<file path="config.mk">
export PLATFORM = sky130hd
export DESIGN_NAME = mem_arbiter
export DESIGN_NICKNAME = d
export VERILOG_FILES = /design/src/rtl/mem_arbiter_pkg.sv /design/src/rtl/mem_arbiter_byte_assembler.sv /design/src/rtl/mem_arbiter.sv
export SDC_FILE = /design/constraint.sdc
export NUM_CORES = 1
export LEC_CHECK = 0
export ABC_CLOCK_PERIOD_IN_PS = 10400
export BUFFER_PORTS_ARGS = -buffer_cell sky130_fd_sc_hd__buf_4
export CORE_MARGIN = 4
export CORE_UTILIZATION = 40
export DETAILED_ROUTE_END_ITERATION = 6
export PLACE_DENSITY_LB_ADDON = 0.12
export SLEW_MARGIN = 25
export SYNTH_ARGS = -nofsm -noshare
export SYNTH_HDL_FRONTEND = slang
export SYNTH_HIERARCHICAL = 1
export SYNTH_SLANG_ARGS = --single-unit
</file>
<file path="constraint.sdc">
create_clock -name clk -period 10.4 [get_ports clk]
set_input_delay 1.56 -clock clk [delete_from_list [all_inputs] [get_ports clk]]
set_output_delay 1.56 -clock clk [all_outputs]
set_load 0.005 [all_outputs]
</file>
<file path="src/rtl/mem_arbiter_pkg.sv">
// Shared definitions for the byte-serial fetch/data memory arbiter.
package mem_arbiter_pkg;

    typedef enum logic [1:0] {
        IDLE  = 2'd0,
        IF_RD = 2'd1,
        D_RD  = 2'd2,
        D_WR  = 2'd3
    } state_t;

    // Transfer size codes; the reserved code behaves as a full word.
    localparam logic [1:0] LEN_B   = 2'b00;
    localparam logic [1:0] LEN_H   = 2'b01;
    localparam logic [1:0] LEN_RSV = 2'b10;
    localparam logic [1:0] LEN_W   = 2'b11;

    // Fetches are never started into the IO window selected by these bits.
    localparam int         IO_SEL_HI  = 17;
    localparam int         IO_SEL_LO  = 16;
    localparam logic [1:0] IO_SEL_VAL = 2'b11;

    // Sequencer state kept as one struct so checkers can bind to a single signal.
    typedef struct packed {
        state_t     state;
        state_t     op;
        logic       fin;
        logic [2:0] cnt;
    } seq_t;

    function automatic logic [2:0] len_bytes(input logic [1:0] len);
        case (len)
            LEN_B:   return 3'd1;
            LEN_H:   return 3'd2;
            default: return 3'd4;
        endcase
    endfunction

    function automatic logic [31:0] len_mask(input logic [1:0] len);
        case (len)
            LEN_B:   return 32'h0000_00FF;
            LEN_H:   return 32'h0000_FFFF;
            default: return 32'hFFFF_FFFF;
        endcase
    endfunction

endpackage

</file>
<file path="src/rtl/mem_arbiter_byte_assembler.sv">
// Four-lane byte register; word shows the lanes with the pending lane write merged in.
module byte_assembler (
    input  logic        clk,
    input  logic        clr,
    input  logic        we,
    input  logic [1:0]  lane,
    input  logic [7:0]  din,
    output logic [31:0] word
);

    logic [31:0] lanes_q;

    always_comb begin
        word = lanes_q;
        for (int i = 0; i < 4; i++) begin
            if (we && lane == 2'(i)) word[i*8 +: 8] = din;
        end
    end

    always_ff @(posedge clk) begin
        if (clr) lanes_q <= '0;
        else     lanes_q <= word;
    end

endmodule

</file>
<file path="src/rtl/mem_arbiter.sv">
// Arbitrates a fetch port and a data port onto a byte-wide RAM/IO bus, one byte per cycle.
module mem_arbiter
    import mem_arbiter_pkg::*;
#(
    parameter int DATA_PRIO = 1
) (
    input  logic        clk,
    input  logic        rst,
    input  logic        rdy,
    input  logic        if_req,
    input  logic [31:0] if_addr,
    input  logic        if_flush,
    output logic        if_done,
    output logic [31:0] if_data,
    input  logic        d_req,
    input  logic        d_we,
    input  logic [1:0]  d_len,
    input  logic [31:0] d_addr,
    input  logic [31:0] d_wdata,
    output logic        d_done,
    output logic [31:0] d_rdata,
    input  logic [7:0]  mem_din,
    output logic [7:0]  mem_dout,
    output logic [31:0] mem_a,
    output logic        mem_wr
);

    localparam bit DPRIO = (DATA_PRIO != 0);

    seq_t        seq_q, seq_n;
    logic [31:0] base_q, wdata_q, if_data_q, d_rdata_q, word;
    logic [1:0]  len_q, cap_lane;
    logic [2:0]  n_bytes;
    logic        io_fetch, fin_fetch, fin_data, if_ok, d_ok, pick_d, pick_if;
    logic        accept, cap, ld_done;

    assign n_bytes   = len_bytes(len_q);
    assign io_fetch  = (if_addr[IO_SEL_HI:IO_SEL_LO] == IO_SEL_VAL);
    assign fin_fetch = seq_q.fin && (seq_q.op == IF_RD);
    assign fin_data  = seq_q.fin && (seq_q.op != IF_RD);

    // The port completing in this cycle still holds its request; it must not win again.
    assign if_ok   = if_req && !if_flush && !io_fetch && !fin_fetch;
    assign d_ok    = d_req && !fin_data;
    assign pick_d  = d_ok && (DPRIO || !if_ok);
    assign pick_if = if_ok && !pick_d;

    assign if_done = fin_fetch && rdy && !rst && !if_flush;
    assign d_done  = fin_data && rdy && !rst;
    assign ld_done = d_done && (seq_q.op == D_RD);

    // The byte addressed last cycle is on mem_din now and lands in lane cnt-1.
    assign cap      = rdy && !rst && (seq_q.cnt != 3'd0) &&
                      ((seq_q.state == IF_RD && !if_flush) || seq_q.state == D_RD ||
                       (seq_q.fin && seq_q.op != D_WR));
    assign cap_lane = 2'(seq_q.cnt - 3'd1);

    always_comb begin
        seq_n  = seq_q;
        accept = 1'b0;
        if (rdy) begin
            if (seq_q.fin) begin
                seq_n.fin = 1'b0;
                seq_n.cnt = 3'd0;
            end
            unique case (seq_q.state)
                IDLE: begin
                    if (pick_d || pick_if) begin
                        accept      = 1'b1;
                        seq_n.state = pick_d ? (d_we ? D_WR : D_RD) : IF_RD;
                        seq_n.op    = seq_n.state;
                        seq_n.cnt   = 3'd0;
                        seq_n.fin   = 1'b0;
                    end
                end
                IF_RD, D_RD, D_WR: begin
                    if (seq_q.state == IF_RD && if_flush) begin
                        seq_n.state = IDLE;
                        seq_n.cnt   = 3'd0;
                    end else begin
                        seq_n.cnt = seq_q.cnt + 3'd1;
                        if (seq_q.cnt == n_bytes - 3'd1) begin
                            seq_n.state = IDLE;
                            seq_n.fin   = 1'b1;
                        end
                    end
                end
            endcase
        end
    end

    // While paused a read keeps addressing the byte still owed to the lanes,
    // so mem_din carries it again when rdy returns.
    always_comb begin
        mem_a    = '0;
        mem_wr   = 1'b0;
        mem_dout = '0;
        unique case (seq_q.state)
            IF_RD, D_RD: begin
                if (rdy) mem_a = base_q + 32'(seq_q.cnt);
                else     mem_a = base_q + 32'(seq_q.cnt) - 32'(seq_q.cnt != 3'd0);
            end
            D_WR: begin
                mem_a  = base_q + 32'(seq_q.cnt);
                mem_wr = rdy;
                for (int i = 0; i < 4; i++) begin
                    if (seq_q.cnt[1:0] == 2'(i)) mem_dout = wdata_q[i*8 +: 8];
                end
            end
            IDLE: begin
                if (seq_q.fin && !rdy && seq_q.op != D_WR) mem_a = base_q + 32'(seq_q.cnt - 3'd1);
            end
        endcase
    end

    assign if_data = if_done ? word : if_data_q;
    assign d_rdata = ld_done ? (word & len_mask(len_q)) : d_rdata_q;

    always_ff @(posedge clk) begin
        if (rst) begin
            seq_q     <= '{state: IDLE, op: IDLE, fin: 1'b0, cnt: 3'd0};
            base_q    <= '0;
            len_q     <= LEN_B;
            wdata_q   <= '0;
            if_data_q <= '0;
            d_rdata_q <= '0;
        end else begin
            seq_q <= seq_n;
            if (accept) begin
                base_q  <= pick_d ? d_addr : if_addr;
                len_q   <= pick_d ? d_len : LEN_W;
                wdata_q <= d_wdata;
            end
            if (if_done) if_data_q <= word;
            if (ld_done) d_rdata_q <= word & len_mask(len_q);
        end
    end

    byte_assembler u_lanes (
        .clk  (clk),
        .clr  (rst || accept),
        .we   (cap),
        .lane (cap_lane),
        .din  (mem_din),
        .word (word)
    );

endmodule

</file>
; Word-level counts from Yosys, hierarchy flattened
; Index checks and enable logic that the tools add are counted.
; Widths: inputs -> output; s select.
[totals]
regBits = 170
latch_bits = 0
mem_bits_rw = 0
rom_bits = 0
in_bits = 113
out_inout_bits = 107
word_cells = 119
mem_count = 0
[op_classes]
addsub = 7
mul = 0
n_div = 0
magnitude_cmp = 0
eq_ne = 19
n_shift = 0
mux = 35
bitwise = 2
n_reduce_logical = 46
[ops]
columns = operator, count
row1 = $mux 32, 7
row2 = $pmux 32 s3, 1
row3 = $mux 8, 10
row4 = $and 32x32->32, 2
row5 = $pmux 32 s2, 1
row6 = $add 32x3->32, 1
row7 = $add 32x32->32, 1
row8 = $sub 32x1->32, 1
row9 = $logic_and 1x1->1, 25
row10 = $eq 2x2->1 const B, 8
row11 = $eq 2x1->1 const B, 5
row12 = $logic_not 2->1, 4
row13 = $mux 2, 4
row14 = $pmux 4 s2, 1
row15 = $logic_not 1->1, 7
row16 = $mux 1, 7
row17 = $mux 3, 2
row18 = $ne 3x3->1 const B, 2
row19 = $pmux 3 s2, 1
row20 = $reduce_and 3->1, 2
row21 = $logic_or 1x1->1, 4
row22 = $ne 2x2->1 const B, 2
row23 = $pmux 2 s2, 1
row24 = $sub 3x1->4 const B, 1
row25 = other kinds (9), 9

; Longest topological paths before layout
[depth]
ltp_word = 11
ltp_mapped = 15
mapped_depth_nobuf = 13

; Hierarchy
; The synthesis kept the hierarchy.
[by_module_without_submodules]
columns = module, instances, cells_each, area_each_um2
row1 = mem_arbiter, 1, 1400, 10124.7
row2 = byte_assembler, 1, 153, 1685.4

; Worst setup path after synthesis
; OpenSTA, ideal clock, no wires.
[synth_timing]
kind = flip-flop to output port
startpoint = register seq_q[1] in the netlist's numbering
endpoint = output mem_a[29]
t_arrival_ns = 4.547
t_required_ns = 8.840
slack_ns = 4.293
path_stages_with_launch = 11
n_path_buf = 0
cell_sequence = dfxtp_1 -> nor3_1 -> ha_1 -> a211o_1 -> o211ai_1 -> a31oi_1 -> o2111ai_1 -> nand2_1 -> a311oi_1 -> xnor2_1 -> a221o_1
[synth_between]
elab_chain_len = 4
word_cells_on_any_way = 8
classes_between = add/sub (4) / mux (3) / reduce/logical (1)
[synth_lines]
columns = element, line
row1 = start: declaration, mem_arbiter.sv:30  ; seq_t seq_q, seq_n;
row2 = start signal: assignment, mem_arbiter.sv:121  ; seq_q <= '{state: IDLE, op: IDLE, fin: 1'b0, cnt: 3'd0};
row3 = start signal: assignment, mem_arbiter.sv:128  ; seq_q <= seq_n;
row4 = "$add 32x3->32, or another cell as far along", "mem_arbiter.sv:100, mem_arbiter.sv:101, mem_arbiter.sv:104"
row5 = $sub 32x1->32 / $add 32x32->32 (equally long branches), "mem_arbiter.sv:101, mem_arbiter.sv:111"
row6 = "$mux 32, on equally long branches", "mem_arbiter.sv:100, mem_arbiter.sv:111"
row7 = $pmux 32 s3 *, mem_arbiter.sv:98  ; unique case (seq_q.state)
row8 = end: declaration, mem_arbiter.sv:24  ; output logic [31:0] mem_a,
; Mark *: on every way between the ends. The rest lies on a longest branch, timed or not.

; Worst setup path after layout
[layout_timing]
startpoint = register seq_q[0] in the netlist's numbering
endpoint = output mem_a[29]
; Same word-level chain as after synthesis.

==> reports/results.ini <==
[sta]
period_share = 0.588
relSlewSlack = 0.384
max_freq_ghz = 0.163
setup_viol = 0
rsz0062_at_grt = false
min_period_ps = 6120
finalHoldViolCount = 0
finClkSkew_ps = 17.3
whs_ps = 457
finalMaxSlewViolations = 0
worst_pin_slew_ps = 921
tns_ps = 0

[finish]
antenna_cells = 0
drive_above_1_share = 0.191
seq_area_um2 = 3400
n_fill_cell = 2946
final_net_count = 1859
final_cell_area_um2 = 14200
utilization = 0.491
final_common_cell = nand2_1
syn_to_final_growth_pct = 20.3
multiInputGateArea_um2 = 7900
final_cell_mix = nand2_1, buf_4, dfxtp_1, a21oi_1, nor2_1

[synthesis]
yosys.area.top_type = dfxtp_1
synth.cell_area_um2 = 11800
ys_top_cells_by_area = dfxtp_1, nand2_1, a21oi_1
yosys_most_used_dff = dfxtp_1
yosysWarnings = 6
postSynthAreaPerCell_um2 = 7.60
synth-seq-cells = 170
synth_edf_count = 0
ys_seq_area_frac = 0.288
synth_top_area_share = 0.288
ys_types = 85
ys_async_sr_fraction = 0
synth_cells = 1553
synth_nets = 1715

[placement]
place_hpwl_um = 27300
gp_congestion = 0.903
io_buffers = 219
placed_area_um2 = 13600

[cts]
cts_tree = yes
post-cts-setup-buffers = 0
clock_latency_ps = 430
h-tree-depth = 4
cts.repair.resized = 0
cts.sinks = 170
clockBufferDepth = 2
postCtsHoldBufs = 0
cts_root_buffer = clkbuf_16
cts-buffers-inserted = 17
path_clk_slew_ps = 80

[power]
power_density_nw_per_um2 = 139
power_leakage_uw = 0.00630
peakVddDrop_mv = 0.0949
total_power_uw = 1980

[die]
core_um2 = 28900
fp-row-count = 62
die_w_um = 180
die_area_um2 = 32300
io_pins = 220
fp.dieH_um = 180
start_util = 0.408

[detailed_routing]
routed-wl-met3_um = 2190
dr.pass1.iters = 7
wl_per_cell_um = 17.8
drt-met1-wl_um = 17400
drtIter0Drc = 684
viasPerCell = 5.46
top_layer_used = met5
drt-total-wl_um = 37200
detail-route-antenna-nets = 0
wl_met2_um = 17100
drc_errors = 0
vias = 11400

[hold_path]
hold_path_class = flop to flop
holdPathStages = 2
hp-start = wdata_q[12]$_SDFFE_PP0P_
holdPathEnd = wdata_q[12]$_SDFFE_PP0P_

[grt]
grt_max_degree = 100
grt_pass1_vias = 10800
grtUsageTotal = 0.221
grt-ovfl-total = 0
grt_pass1_wl_um = 59400
antenna_found_initial = 1

[setup_path]
endpoint_kind = output port
startpoint = seq_q[0]$_SDFFE_PP0P_
arrival_ps = 4560
worst_path_max_delay_cell = o211ai_1
worstSetupStartpointType = flop
cp.required_ps = 8840
critPathKind = flop to output port
rr_worst_depth = 9
cp_slowest_stage_delay_ps = 490
path_max_fanout = 12
r2r_slack_ps = 7070
cp_cell_sequence = inv_1 > ha_1 > inv_1 > ha_1 > a211oi_1 > o21ai_0 > o211ai_1 > a31oi_1 > o2111ai_1 > nand2_1 > a311oi_1 > xnor2_1 > a221o_1 > buf_4
rr_startpoint = seq_q[0]$_SDFFE_PP0P_
crit-reg2reg-capture = if_data_q[24]$_SDFF_PP0_

[outcome]
status = finished clean

[job]
drv_cap = 0

-- logic make-up after synthesis --
group | count (synthesis) | synth area share
compound gates | 345 | 0.190
xor+xnor | 82 | 0.0608
fa+ha+maj | 49 | 0.0532
buf+inv | 132 | 0.0459
flops | 170 | 0.288
mux | 103 | 0.0916
simple gates | 672 | 0.271
-- critical path: cells and delay by family (launching register included) --
kind                       cells  cell delay (ps)
AOI/OAI and AO/OA              7             2180
DFF                            1              450
adders and majority gates      2              680
xor gates and xnor gates       1              110
buffers and inverters          3              540
and+or+nand+nor                1              160
-- layer usage --
metal	vias to the layer above	GRT usage
met3	33	0.0404
met1	5331	0.308
met2	348	0.358
met5	-	0
met4	2	0.0509
li1	5719	-
-- synthesized netlist by cell type, types with 5 or more instances --
cell      instances
a22oi_1           6
nand4_1          10
o21a_1            5
nor4_1            6
nor3b_1           6
nor2_1          101
nand3_1          51
a211oi_1         43
a21o_1           23
a221oi_1         17
a21oi_1         145
nor3_1           21
or4_1             7
ha_1             47
mux2_2           33
nor2b_1          46
and3_1           11
a31oi_1           8
nand2b_1         46
xnor2_1          58
o211ai_1          6
inv_1            28
o21ai_0          41
nand2_1         316
clkbuf_1         85
buf_2            10
and4_1            6
and2_1           16
xor2_1           24
dfxtp_1         170
mux2i_1          68
-- registers in the layout (all words and copies together) (netlist names) --
register / cells
d_rdata_q: 32
base_q: 32
if_data_q: 32
u_lanes/lanes_q: 32
wdata_q: 32
seq_q: 8
len_q: 2
-- where the power goes --
| group | leakage [µW] | total (µW) | switching, µW | internal (µW) |
|---|---|---|---|---|
| clock | 0.000275 | 636 | 315 | 321 |
| combinational | 0.00464 | 633 | 356 | 276 |
| sequential | 0.00138 | 712 | 38.1 | 674 |
| total | 0.00630 | 1980 | 709 | 1270 |
-- metrics by stage --
| step | setup WS [ps] | std cells |
|---|---|---|
| after global routing | 3860 | 2094 |
| after CTS | 4290 | 2093 |
| final | 4280 | 2094 |
| after detailed placement | 4650 | 2061 |
| after floorplan | 4290 | 1553 |
| after global placement | 4680 | 2061 |
-- worst max path at each step --
stage               slack [ps]  cells after the start         to
floorplan                 4290                     10  mem_a[29]
global placement          4680                      9  mem_a[27]
detailed placement        4650                      9  mem_a[27]
CTS                       4290                     12  mem_a[27]
global route              3860                     12  mem_a[27]
finish                    4280                     14  mem_a[29]
-- cell type report --
| type | instances | share of cell area |
|---|---|---|
| Sequential cell | 170 | 0.240 |
| Clock inverter | 14 | 0.0102 |
| Clock buffer | 18 | 0.0302 |
| Timing Repair Buffer | 229 | 0.123 |
| Tap cell | 384 | 0.0338 |
| Inverter | 28 | 0.00740 |
| Multi-Input combinational cell | 1251 | 0.556 |
Power figures use the tool's default switching activity.
